**src/rtl/edsac_timing_pkg.sv**
```systemverilog
// Shared EDSAC timing constants: minor-cycle geometry and digit positions.
package edsac_timing_pkg;

    localparam int unsigned EDSAC_MC_LEN   = 36;  // pulse intervals per minor cycle
    localparam int unsigned EDSAC_HALF_LEN = 18;  // pulse intervals per short word
    localparam int unsigned PI_D0          = 0;   // digit position marked by d0
    localparam int unsigned PI_LEN_FLAG    = 1;   // order bit carrying the length flag

    // Width of a counter that spans 0..len-1.
    function automatic int unsigned pi_width(input int unsigned len);
        return (len > 1) ? $clog2(len) : 1;
    endfunction

endpackage

```
**src/rtl/pi_counter.sv**
```systemverilog
// Pulse-interval phase counter with sticky d0 phase checking; shared by all tanks.
module pi_counter
    import edsac_timing_pkg::*;
#(
    parameter int unsigned MC_LEN  = EDSAC_MC_LEN,
    parameter int unsigned PHASE_W = pi_width(MC_LEN)
) (
    input  logic               clk_i,
    input  logic               rst_i,
    input  logic               d0_i,
    output logic [PHASE_W-1:0] phase_o,    // p.i. of the current cycle
    output logic               sync_err_o
);

    localparam logic [PHASE_W-1:0] Last = PHASE_W'(MC_LEN - 1);

    logic [PHASE_W-1:0] cnt_q, cnt_d;
    logic               armed_q, armed_d;
    logic               err_q, err_d;

    // Next count and error; the register holds the previous cycle's p.i.,
    // so the next count is also the phase of the cycle in progress.
    always_comb begin
        cnt_d   = (d0_i || cnt_q == Last) ? PHASE_W'(PI_D0) : cnt_q + 1'b1;
        // The first d0 after reset only establishes phase; it cannot be wrong.
        armed_d = armed_q | d0_i;
        err_d   = err_q | (d0_i & armed_q & (cnt_q != Last));
    end

    // Counter, arming flag and sticky error registers.
    always_ff @(posedge clk_i or posedge rst_i) begin
        if (rst_i) begin
            cnt_q   <= '0;
            armed_q <= 1'b0;
            err_q   <= 1'b0;
        end else begin
            cnt_q   <= cnt_d;
            armed_q <= armed_d;
            err_q   <= err_d;
        end
    end

    assign phase_o    = cnt_d;
    assign sync_err_o = err_q;

endmodule

```
**src/rtl/order_tank.sv**
```systemverilog
// Order tank: one minor cycle of recirculating serial order storage, loaded from
// memory under the Coincidence Unit gate, with a parallel image of the short word.
module order_tank
    import edsac_timing_pkg::*;
#(
    parameter int unsigned MC_LEN   = EDSAC_MC_LEN,
    parameter int unsigned HALF_LEN = EDSAC_HALF_LEN
) (
    input  logic                clk,
    input  logic                rst,
    input  logic                mem_in,
    input  logic                cu_gate_pos,
    input  logic                d0,
    input  logic                clr,
    output logic                order,
    output logic                f1_neg,
    output logic [HALF_LEN-1:0] order_word,
    output logic                loaded,
    output logic                sync_err
);

    localparam int unsigned PHASE_W = pi_width(MC_LEN);

    logic [PHASE_W-1:0]  phase;
    logic [MC_LEN-1:0]   loop_q, loop_d;
    logic [HALF_LEN-1:0] word_q, word_d;
    logic                f1_q, f1_d;
    logic                gate_q;
    logic                loaded_q, loaded_d;
    logic                in_bit;

    pi_counter #(
        .MC_LEN  (MC_LEN),
        .PHASE_W (PHASE_W)
    ) u_pi_counter (
        .clk_i      (clk),
        .rst_i      (rst),
        .d0_i       (d0),
        .phase_o    (phase),
        .sync_err_o (sync_err)
    );

    // Loop shift/load, short-word capture and length flag; clr overrides all.
    always_comb begin
        in_bit = cu_gate_pos ? mem_in : loop_q[0];
        loop_d = {in_bit, loop_q[MC_LEN-1:1]};
        word_d = word_q;
        f1_d   = f1_q;
        if (cu_gate_pos) begin
            for (int k = 0; k < int'(HALF_LEN); k++) begin
                if (phase == PHASE_W'(k)) begin
                    word_d[k] = mem_in;
                end
            end
            if (phase == PHASE_W'(PI_LEN_FLAG)) begin
                f1_d = ~mem_in;
            end
        end
        if (clr) begin
            loop_d = '0;
            word_d = '0;
            f1_d   = 1'b1;
        end
        // Load completes on the cycle the gate is first seen low.
        loaded_d = gate_q & ~cu_gate_pos;
    end

    // State registers; reset also drops any half-finished load.
    always_ff @(posedge clk or posedge rst) begin
        if (rst) begin
            loop_q   <= '0;
            word_q   <= '0;
            f1_q     <= 1'b1;
            gate_q   <= 1'b0;
            loaded_q <= 1'b0;
        end else begin
            loop_q   <= loop_d;
            word_q   <= word_d;
            f1_q     <= f1_d;
            gate_q   <= cu_gate_pos;
            loaded_q <= loaded_d;
        end
    end

    assign order      = loop_q[0];
    assign f1_neg     = f1_q;
    assign order_word = word_q;
    assign loaded     = loaded_q;

endmodule

```
**config.mk**
```make
export PLATFORM = sky130hd
export DESIGN_NAME = order_tank
export DESIGN_NICKNAME = d
export VERILOG_FILES = /design/src/rtl/edsac_timing_pkg.sv /design/src/rtl/pi_counter.sv /design/src/rtl/order_tank.sv
export SDC_FILE = /design/constraint.sdc
export NUM_CORES = 1
export LEC_CHECK = 0
export CORE_MARGIN = 2
export CORE_UTILIZATION = 55
export CTS_CLUSTER_SIZE = 16
export DETAILED_ROUTE_END_ITERATION = 10
export HOLD_SLACK_MARGIN = 0.15
export PLACE_DENSITY_LB_ADDON = 0.08
export SYNTH_ARGS = -nofsm -noshare
export SYNTH_HDL_FRONTEND = slang
export SYNTH_HIERARCHICAL = 1
export SYNTH_SLANG_ARGS = --single-unit
```
**constraint.sdc**
```tcl
create_clock -name clk -period 2.7 [get_ports clk]
set_input_delay 0.405 -clock clk [delete_from_list [all_inputs] [get_ports clk]]
set_output_delay 0.405 -clock clk [all_outputs]
set_load 0.05 [all_outputs]
```
======== Yosys cells after proc, flatten, opt, wreduce, memory -nomap -nowiden ========
Cells that the tools add are included.
word-level totals
  bits in registers ....................... 65
  latch bits .............................. 0
  RAM bits ................................ 0
  bits in read-only memories .............. 0
  input port bits ......................... 6
  output and inout bits ................... 22
  word-level logic and storage cells ...... 117
  memories kept ........................... 0
cells by class
  $add $sub $neg .......................... 1
  $mul .................................... 0
  divide/modulo/power cells ............... 0
  order comparisons ....................... 0
  equal/unequal tests ..................... 19
  shift operators ......................... 0
  muxes and demuxes ....................... 26
  bitwise logic cells ..................... 7
  reduce and logical (&&, ||, !) cells .... 39
operator list
  kind                                                             count
  6-bit by 4-bit == test with 1-bit output, second input constant  8
  2-bit nonzero test                                               19
  18-bit two-way mux                                               2
  36-bit two-way mux                                               1
  2-bit AND reduction                                              18
  6-bit by 3-bit == test with 1-bit output, second input constant  4
  1-bit two-way mux                                                22
  6-bit by 2-bit == test with 1-bit output, second input constant  2
  6-bit by 5-bit == test with 1-bit output, second input constant  2
  6-bit by 1-bit adder with 6-bit output, second input constant    1
  6-bit by 1-bit == test with 1-bit output, second input constant  1
  6-bit == test, second input constant                             1
  6-bit logical NOT                                                1
  6-bit two-way mux                                                1
  6-bit inequality test, second input constant                     1
  1-bit AND                                                        3
  1-bit NOT                                                        2
  1-bit OR                                                         2
  1-bit logical OR                                                 1

======== Longest topological paths before layout ========
Gate-level depths: netlist (run 1).
  word-level depth ........................ 7
  depth in mapped cells ................... 7
  mapped depth without buffers ............ 7

======== Hierarchy ========
The synthesis (run 1) kept the hierarchy.
modules (own cells, without submodules)
  module      times used  cells each  area each (sq um)  seq. area each (sq um)
  order_tank  1           170         2,215.9            1,427.6
  pi_counter  1           31          355.3              200.2

======== Worst setup path before layout (run 1) ========
Ideal clock, no wire load.
  path kind ............................... reg2reg
  from .................................... register u_pi_counter.cnt_q[0]
  to ...................................... register word_q[13] (netlist: order_word[13])
  setup time .............................. 0.137 ns
  arrival time ............................ 1.787 ns
  data required time ...................... 2.563 ns
  slack ................................... 0.777 ns
  stages on the path, launching flop included .. 8
  buffers on the path ..................... 0
  period minus slack after synthesis ...... 1.923 ns
  path through ............................ dfrtp_1 > ha_1 > nand4bb_1 > o21bai_2 > nor2_1 > nor4b_4 > nand2_1 > mux2i_1
on the way
  longest elaborated chain between the ends .. 6
  elaborated cells on any way between the ends .. 7
  those cells by class .................... add/sub (1); eq/ne (2); mux (1); reduce/logical (3)
ends and longest elaborated chain
  item                                                                                            line              text
  from (decl)                                                                                     pi_counter.sv:17  logic [PHASE_W-1:0] cnt_q, cnt_d;
  from (signal assigned)                                                                          pi_counter.sv:37  cnt_q <= cnt_d;
  parallel branches: the longest is 2 deep, another holds 6-bit by 1-bit adder with 6-bit output  -
  6-bit two-way mux *                                                                             pi_counter.sv:24  cnt_d = (d0_i || cnt_q == Last) ? PHASE_W'(PI_D0) : cnt_q + 1'b1;
  net phase[0]                                                                                    order_tank.sv:24  logic [PHASE_W-1:0] phase;
  6-bit by 4-bit == test with 1-bit output *                                                      order_tank.sv:51  if (phase == PHASE_W'(k)) begin
  2-bit nonzero test (no line) *                                                                  -
  2-bit AND reduction (no line) *                                                                 -
  to (signal assigned)                                                                            order_tank.sv:78  word_q <= word_d;
  to (decl)                                                                                       order_tank.sv:26  logic [HALF_LEN-1:0] word_q, word_d;
Mark *: on every way through the listed nets, which the timed path passes.
A chain may end at the register's enable or synchronous reset.

======== Final worst setup path (run 1) ========
  from .................................... register u_pi_counter.cnt_q[0]
  to ...................................... register word_q[1] (netlist: order_word[1])
on the way
  longest elaborated chain between the ends .. 6
  elaborated cells on any way between the ends .. 7
  those cells by class .................... add/sub (1); eq/ne (2); mux (1); reduce/logical (3)
ends and longest elaborated chain
  item                                                                                            line
  parallel branches: the longest is 2 deep, another holds 6-bit by 1-bit adder with 6-bit output  -
  6-bit two-way mux *                                                                             pi_counter.sv:24
  net phase[0]                                                                                    order_tank.sv:24
  6-bit by 1-bit == test with 1-bit output *                                                      order_tank.sv:51
  2-bit nonzero test (no line) *                                                                  -
  2-bit AND reduction (no line) *                                                                 -
Marks and branches as above.

==> impl_metrics.env, run 1 <==
export IMPL_worstReg2RegEnd="order_word[1]$_DFFE_PP0P_"
export IMPL_synth_edf_count=0
export IMPL_tightestPinTransition_ns=0.706
export IMPL_drt_met1_wl_um=1990
export IMPL_firstDrtPassIters=4
export IMPL_multi_input_area_um2=901
export IMPL_cts_num_sinks=65
export IMPL_wl_met3_um=191
export IMPL_yosysWarnings=6
export IMPL_die_area_um2=5240
export IMPL_top_layer="met4"
export IMPL_clockRootBuffer="clkbuf_8"
export IMPL_gp_congestion=0.814
export IMPL_clk_latency_ns=0.33
export IMPL_die_w_um=72.4
export IMPL_yosysUniqueCellTypes=34
export IMPL_timing_fmax_ghz=0.455
export IMPL_synthArstFlopShare_pct=100
export IMPL_critPathRequiredTime_ns=2.88
export IMPL_cts_setup_buffers=0
export IMPL_skew_ns=0.00519
export IMPL_initial_core_util_pct=58.2
export IMPL_outcome="completed"
export IMPL_coreArea_um2=4410
export IMPL_wl_met2_um=2130
export IMPL_cp_start_kind="flip-flop"
export IMPL_path_clk_slew_ns=0.07
export IMPL_worst_r2r_path_depth=7
export IMPL_hold_path_class="input pin to asynchronous set/reset pin"
export IMPL_portBuffers=27
export IMPL_route_detailed_drc=0
export IMPL_io_pins=28
export IMPL_cts_hold_buf=0
export IMPL_path_class="flip-flop to flip-flop"
export IMPL_syn_to_final_growth_pct=20.7
export IMPL_wl_per_cell_um=14.9
export IMPL_fill_cells=308
export IMPL_drt_initial_drc_count=87
export IMPL_ant_nets=0
export IMPL_post_route_util_pct=70.3
export IMPL_grt_setup_unrepaired="no"
export IMPL_final_layout_size_suffix_gt1_share_pct=13.4
export IMPL_power_leakage_nw=1.54
export IMPL_grt_pass1_wl_um=7490
export IMPL_min_period_ns=2.20
export IMPL_via_per_inst=5.15
export IMPL_r2r_slack_ns=0.50
export IMPL_worst_ep_arrival_time_ns=2.38
export IMPL_worstPathMaxFanout=7
export IMPL_num_rows=24
export IMPL_syn_avg_cell_area_um2=12.8
export IMPL_period_share_pct=81.4
export IMPL_dp_slack_ns=0.337
export IMPL_grt_pass1_vias=1549
export IMPL_antenna_found_initial=0
export IMPL_maxCapViolCount=0
export IMPL_setup_slack_ns=0.501
export IMPL_synth_ff_type="dfrtp_1"
export IMPL_yosysSeqAreaShare_pct=63.3
export IMPL_cts_tree="yes"
export IMPL_ff_latch_area_um2=1630
export IMPL_grt_max_degree=30
export IMPL_routed_wl_um=4330
export IMPL_cellPowerDensity_nw_per_um2=608
export IMPL_track_usage_pct=19.4
export IMPL_worstReg2RegStart="u_pi_counter/cnt_q[0]$_DFF_PP0_"
export IMPL_syn_area_um2=2570
export IMPL_synthCells=201
export IMPL_tns_ns=0
export IMPL_cts_resized_gates=0
export IMPL_vias=1498
export IMPL_hpwlAfterDp_um=2910
export IMPL_cts_buffer_depth=2
export IMPL_slew_headroom_pct=53.0
export IMPL_setup_viol=0
export IMPL_hold_viol=0
export IMPL_overflow=0
export IMPL_diodes=0
export IMPL_synth_seq_cells=65
export IMPL_ir_worst_vdd_v=0.000406
export IMPL_hold_slack_ns=0.376
export IMPL_syn_nets=208
export IMPL_crit_path_end_kind="flip-flop"
export IMPL_die_y_um=72.4
export IMPL_finalNetCount=241
export IMPL_cts_buffers=9
export IMPL_h_tree_depth=3
export IMPL_slew_viol_final=0
logic make-up (layout without fill, tap and decap cells):
family / after synthesis / in the layout / synth area share, %
compound gates: 6 / 6 / 1.95
mux: 19 / 19 / 7.40
simple gates: 96 / 96 / 24.2
fa+ha+maj: 1 / 1 / 0.487
buf+inv: 11 / 49 / 1.65
flops: 65 / 65 / 63.3
xor+xnor: 3 / 3 / 1.02
worst max-delay path, cell delays in order (launching register included):
cell	delay (ns)
dfrtp_1	0.41
ha_1	0.25
nand4bb_1	0.15
o21bai_2	0.11
nor2_1	0.44
nor4b_4	0.41
nand2_2	0.12
mux2i_1	0.14
synthesized netlist by cell type (2+ instances only):
library cell | n | area, um^2
dfrtp_1 | 64 | 1600
nor2b_1 | 36 | 225
mux2i_1 | 19 | 190
nand2b_1 | 19 | 119
nand2_1 | 16 | 60.1
clkbuf_1 | 7 | 26.3
nor2_1 | 7 | 26.3
inv_1 | 3 | 11.3
and3b_1 | 2 | 17.5
nand3_1 | 2 | 10.0
nor4b_4 | 2 | 47.6
xor2_1 | 2 | 17.5
how the worst max path moves through the flow:
stage / end / from / cells past startpoint
CTS: order_word[17]$_DFFE_PP0P_ / u_pi_counter/cnt_q[0]$_DFF_PP0_ / 7
global placement: order_word[1]$_DFFE_PP0P_ / d0 / 6
finish: order_word[1]$_DFFE_PP0P_ / u_pi_counter/cnt_q[0]$_DFF_PP0_ / 7
global route: order_word[4]$_DFFE_PP0P_ / u_pi_counter/cnt_q[0]$_DFF_PP0_ / 7
floorplan: order_word[13]$_DFFE_PP0P_ / u_pi_counter/cnt_q[0]$_DFF_PP0_ / 7
detailed placement: order_word[13]$_DFFE_PP0P_ / d0 / 6
state kept, by name, indices dropped and copies added (netlist names):
| signal | cells |
|---|---|
| f1_neg | 1 |
| gate_q | 1 |
| loaded | 1 |
| loop_q | 36 |
| order_word | 18 |
| u_pi_counter/armed_q | 1 |
| u_pi_counter/cnt_q | 6 |
| u_pi_counter/sync_err_o | 1 |
where the power goes:
part	total (W)	switching (W)	internal, W
clock network	0.000771	0.000340	0.000431
logic	0.000125	0.0000806	0.0000447
registers	0.000991	0.00000670	0.000985
layout make-up:
cell class / count / share of cell area, %
clock inverter: 2 / 0.323
inverter: 3 / 0.363
tap: 52 / 2.10
multi-input combinational: 125 / 29.0
clock buffer: 14 / 5.89
sequential: 65 / 52.5
timing repair buffer: 30 / 9.84
per-stage QoR:
| stage | instances | instance area (um^2) | total power [W] |
|---|---|---|---|
| 2_1_floorplan | 201 | 2570 | 0.00110 |
| 3_3_place_gp | 275 | 2910 | 0.00113 |
| 3_5_place_dp | 275 | 2910 | 0.00114 |
| 4_1_cts | 291 | 3100 | 0.00191 |
| 5_1_grt | 291 | 3100 | 0.00197 |
| 6_report | 291 | 3100 | 0.00189 |
placed cells by master (no fill, tap or decap), drive strengths merged, types with 2 or more instances in the layout:
cell type / netlist / final
nand2: 18 / 18
clkbuf: 8 / 14
and3b: 2 / 2
buf: 0 / 3
nor2b: 36 / 36
nor2: 7 / 7
dfrtp: 64 / 64
nand3: 3 / 3
nand2b: 19 / 19
xor2: 2 / 2
clkinv: 0 / 2
o21bai: 2 / 2
nor3b: 2 / 2
inv: 3 / 3
mux2i: 19 / 19
clkdlybuf4s50: 0 / 27
nor4b: 2 / 2
routing by layer:
layer  vias up  GRT usage [%]
met5         -              0
met4         0           8.02
met3         4           5.56
met2        26           31.1
met1       750           25.0
li1        718              -
Power figures use the tool's default switching activity.
==> run 2, diff against run 1 <==
Settings changed: CORE_UTILIZATION 55 to 50.
Clock period 2.7 ns to 1.9 ns, I/O delays scaled along.
==> impl_metrics.env, run 2 (synthesis results as in run 1) <==
export IMPL_power_total_w=0.00263
export IMPL_path_cells="ha_2, nand4bb_4, o21bai_4, nor2_4, buf_6, nor4b_4, nand2_1, mux2i_1"
export IMPL_initial_core_util_pct=51.0
export IMPL_finalNetCount=259
export IMPL_grt_pass1_vias=1670
export IMPL_die_area_um2=5730
export IMPL_routed_wl_um=4790
export IMPL_clk_latency_ns=0.33
export IMPL_combPwrFrac_pct=8.8
export IMPL_tightestPinTransition_ns=0.506
export IMPL_layout_common_cells="63 x dfrtp_1, 36 x nor2b_1, 26 x clkdlybuf4s50_1"
export IMPL_p_sw_w=0.000601
export IMPL_maxCapViolCount=0
export IMPL_critPathRequiredTime_ns=2.11
export IMPL_crit_path_end_kind="flip-flop"
export IMPL_max_stage_delay_ns=0.40
export IMPL_hold_viol=0
export IMPL_slew_viol_final=0
export IMPL_firstDrtPassIters=4
export IMPL_route_detailed_drc=0
export IMPL_drt_initial_drc_count=70
export IMPL_setup_viol=10
export IMPL_largest_reg_flops=36
export IMPL_largest_register="loop_q"
export IMPL_wl_per_cell_um=14.7
export IMPL_path_buf_inv=1
export IMPL_grt_max_degree=40
export IMPL_path_clk_slew_ns=0.06
export IMPL_cts_buffer_depth=2
export IMPL_placed_cells=310
export IMPL_setup_slack_ns=-0.0681
export IMPL_ant_nets=0
export IMPL_cts_buffers=9
export IMPL_hold_path_class="input pin to asynchronous set/reset pin"
export IMPL_crit_path_top_delay_cell="nor4b_4"
export IMPL_share_clk_of_total_power_pct=37.7
export IMPL_p_int_w=0.00203
export IMPL_pwr_share_seq_pct=53.5
export IMPL_grt_pass1_wl_um=7730
export IMPL_worst_r2r_path_depth=8
export IMPL_slew_headroom_pct=66.2
export IMPL_vias=1574
export IMPL_coreArea_um2=5040
export IMPL_die_w_um=75.7
export IMPL_path_class="flip-flop to flip-flop"
export IMPL_worstReg2RegEnd="order_word[13]$_DFFE_PP0P_"
export IMPL_hpwlAfterDp_um=3140
export IMPL_cts_num_sinks=65
export IMPL_violations="setup timing"
export IMPL_sw_frac_of_total_pct=22.8
export IMPL_portBuffers=27
export IMPL_h_tree_depth=3
export IMPL_antenna_found_initial=0
export IMPL_final_layout_size_suffix_gt1_share_pct=23.5
export IMPL_final_common_cell="dfrtp_1"
export IMPL_clockRootBuffer="clkbuf_8"
export IMPL_timing_fmax_ghz=0.508
export IMPL_period_share_pct=104
export IMPL_diodes=0
export IMPL_cts_hold_buf=0
export IMPL_worstPathMaxFanout=5
export IMPL_r2r_slack_ns=-0.07
export IMPL_power_leakage_nw=1.62
export IMPL_die_y_um=75.7
export IMPL_worstReg2RegStart="u_pi_counter/cnt_q[0]$_DFF_PP0_"
export IMPL_gp_congestion=0.790
export IMPL_track_usage_pct=19.1
export IMPL_syn_to_final_growth_pct=29.9
export IMPL_cp_start_kind="flip-flop"
export IMPL_stdcell_count=325
export IMPL_path_delay_family="simple AND/OR/NAND/NOR gates"
export IMPL_cts_tree="yes"
export IMPL_overflow=0
export IMPL_crit_start="u_pi_counter/cnt_q[0]$_DFF_PP0_"
export IMPL_worst_ep_arrival_time_ns=2.18
export IMPL_outcome="complete, but fails checks"
export IMPL_grt_setup_unrepaired="yes"
export IMPL_cellPowerDensity_nw_per_um2=788
export IMPL_min_period_ns=1.97
export IMPL_hold_slack_ns=0.242
export IMPL_ir_worst_vdd_v=0.000534
export IMPL_num_rows=26
export IMPL_via_per_inst=4.84
export IMPL_io_pins=28
export IMPL_skew_ns=0.00580
==> run 2: cell type report <==
| class | instances | area, um^2 |
|---|---|---|
| Clock buffer | 14 | 163 |
| Fill cell | 388 | 1700 |
| Inverter | 3 | 11.3 |
| Multi-Input combinational cell | 125 | 991 |
| Sequential cell | 65 | 1630 |
| Tap cell | 70 | 87.6 |
| Timing Repair Buffer | 48 | 458 |
==> run 2: stage by stage <==
stage	util [%]	area (um^2)	setup TNS [ns]	setup WS (ns)
floorplan	-	2570	0	0.0274
global placement	60.9	3070	-1.28	-0.0977
detailed placement	60.9	3070	-1.83	-0.171
CTS	66.2	3340	-0.177	-0.0469
global route	66.2	3340	-1.95	-0.145
finish	66.2	3340	-0.295	-0.0681
==> run 2: metal layers <==
metal	GRT usage (%)	vias to the layer above	share of wire, %
met5	0	-	0
met4	10.7	0	2.7
met3	4.63	13	2.4
met2	32.1	18	53
met1	22.5	798	42
li1	-	745	-
==> run 2: repair_timing <==
action,CTS,global route
setup buffers,3,1
resized for setup,18,2
pin swaps,11,10
endpoints found under the setup margin,18,19
==> run 2: worst max path at each step <==
stage,end,slack (ns),cells past startpoint
2_1_floorplan,order_word[10]$_DFFE_PP0P_,0.03,7
3_3_place_gp,order_word[13]$_DFFE_PP0P_,-0.1,7
3_5_place_dp,order_word[13]$_DFFE_PP0P_,-0.17,8
4_1_cts,order_word[13]$_DFFE_PP0P_,-0.05,8
5_1_grt,order_word[15]$_DFFE_PP0P_,-0.14,8
6_report,order_word[13]$_DFFE_PP0P_,-0.07,8
==> run 2: power by group through the flow <==
stage          registers (W)  clock network, W  logic, W
2_1_floorplan        0.00145                 0  0.000104
3_3_place_gp         0.00143                 0  0.000205
3_5_place_dp         0.00143                 0  0.000212
4_1_cts              0.00141           0.00102  0.000229
5_1_grt              0.00141           0.00108  0.000252
6_report             0.00141          0.000992  0.000233
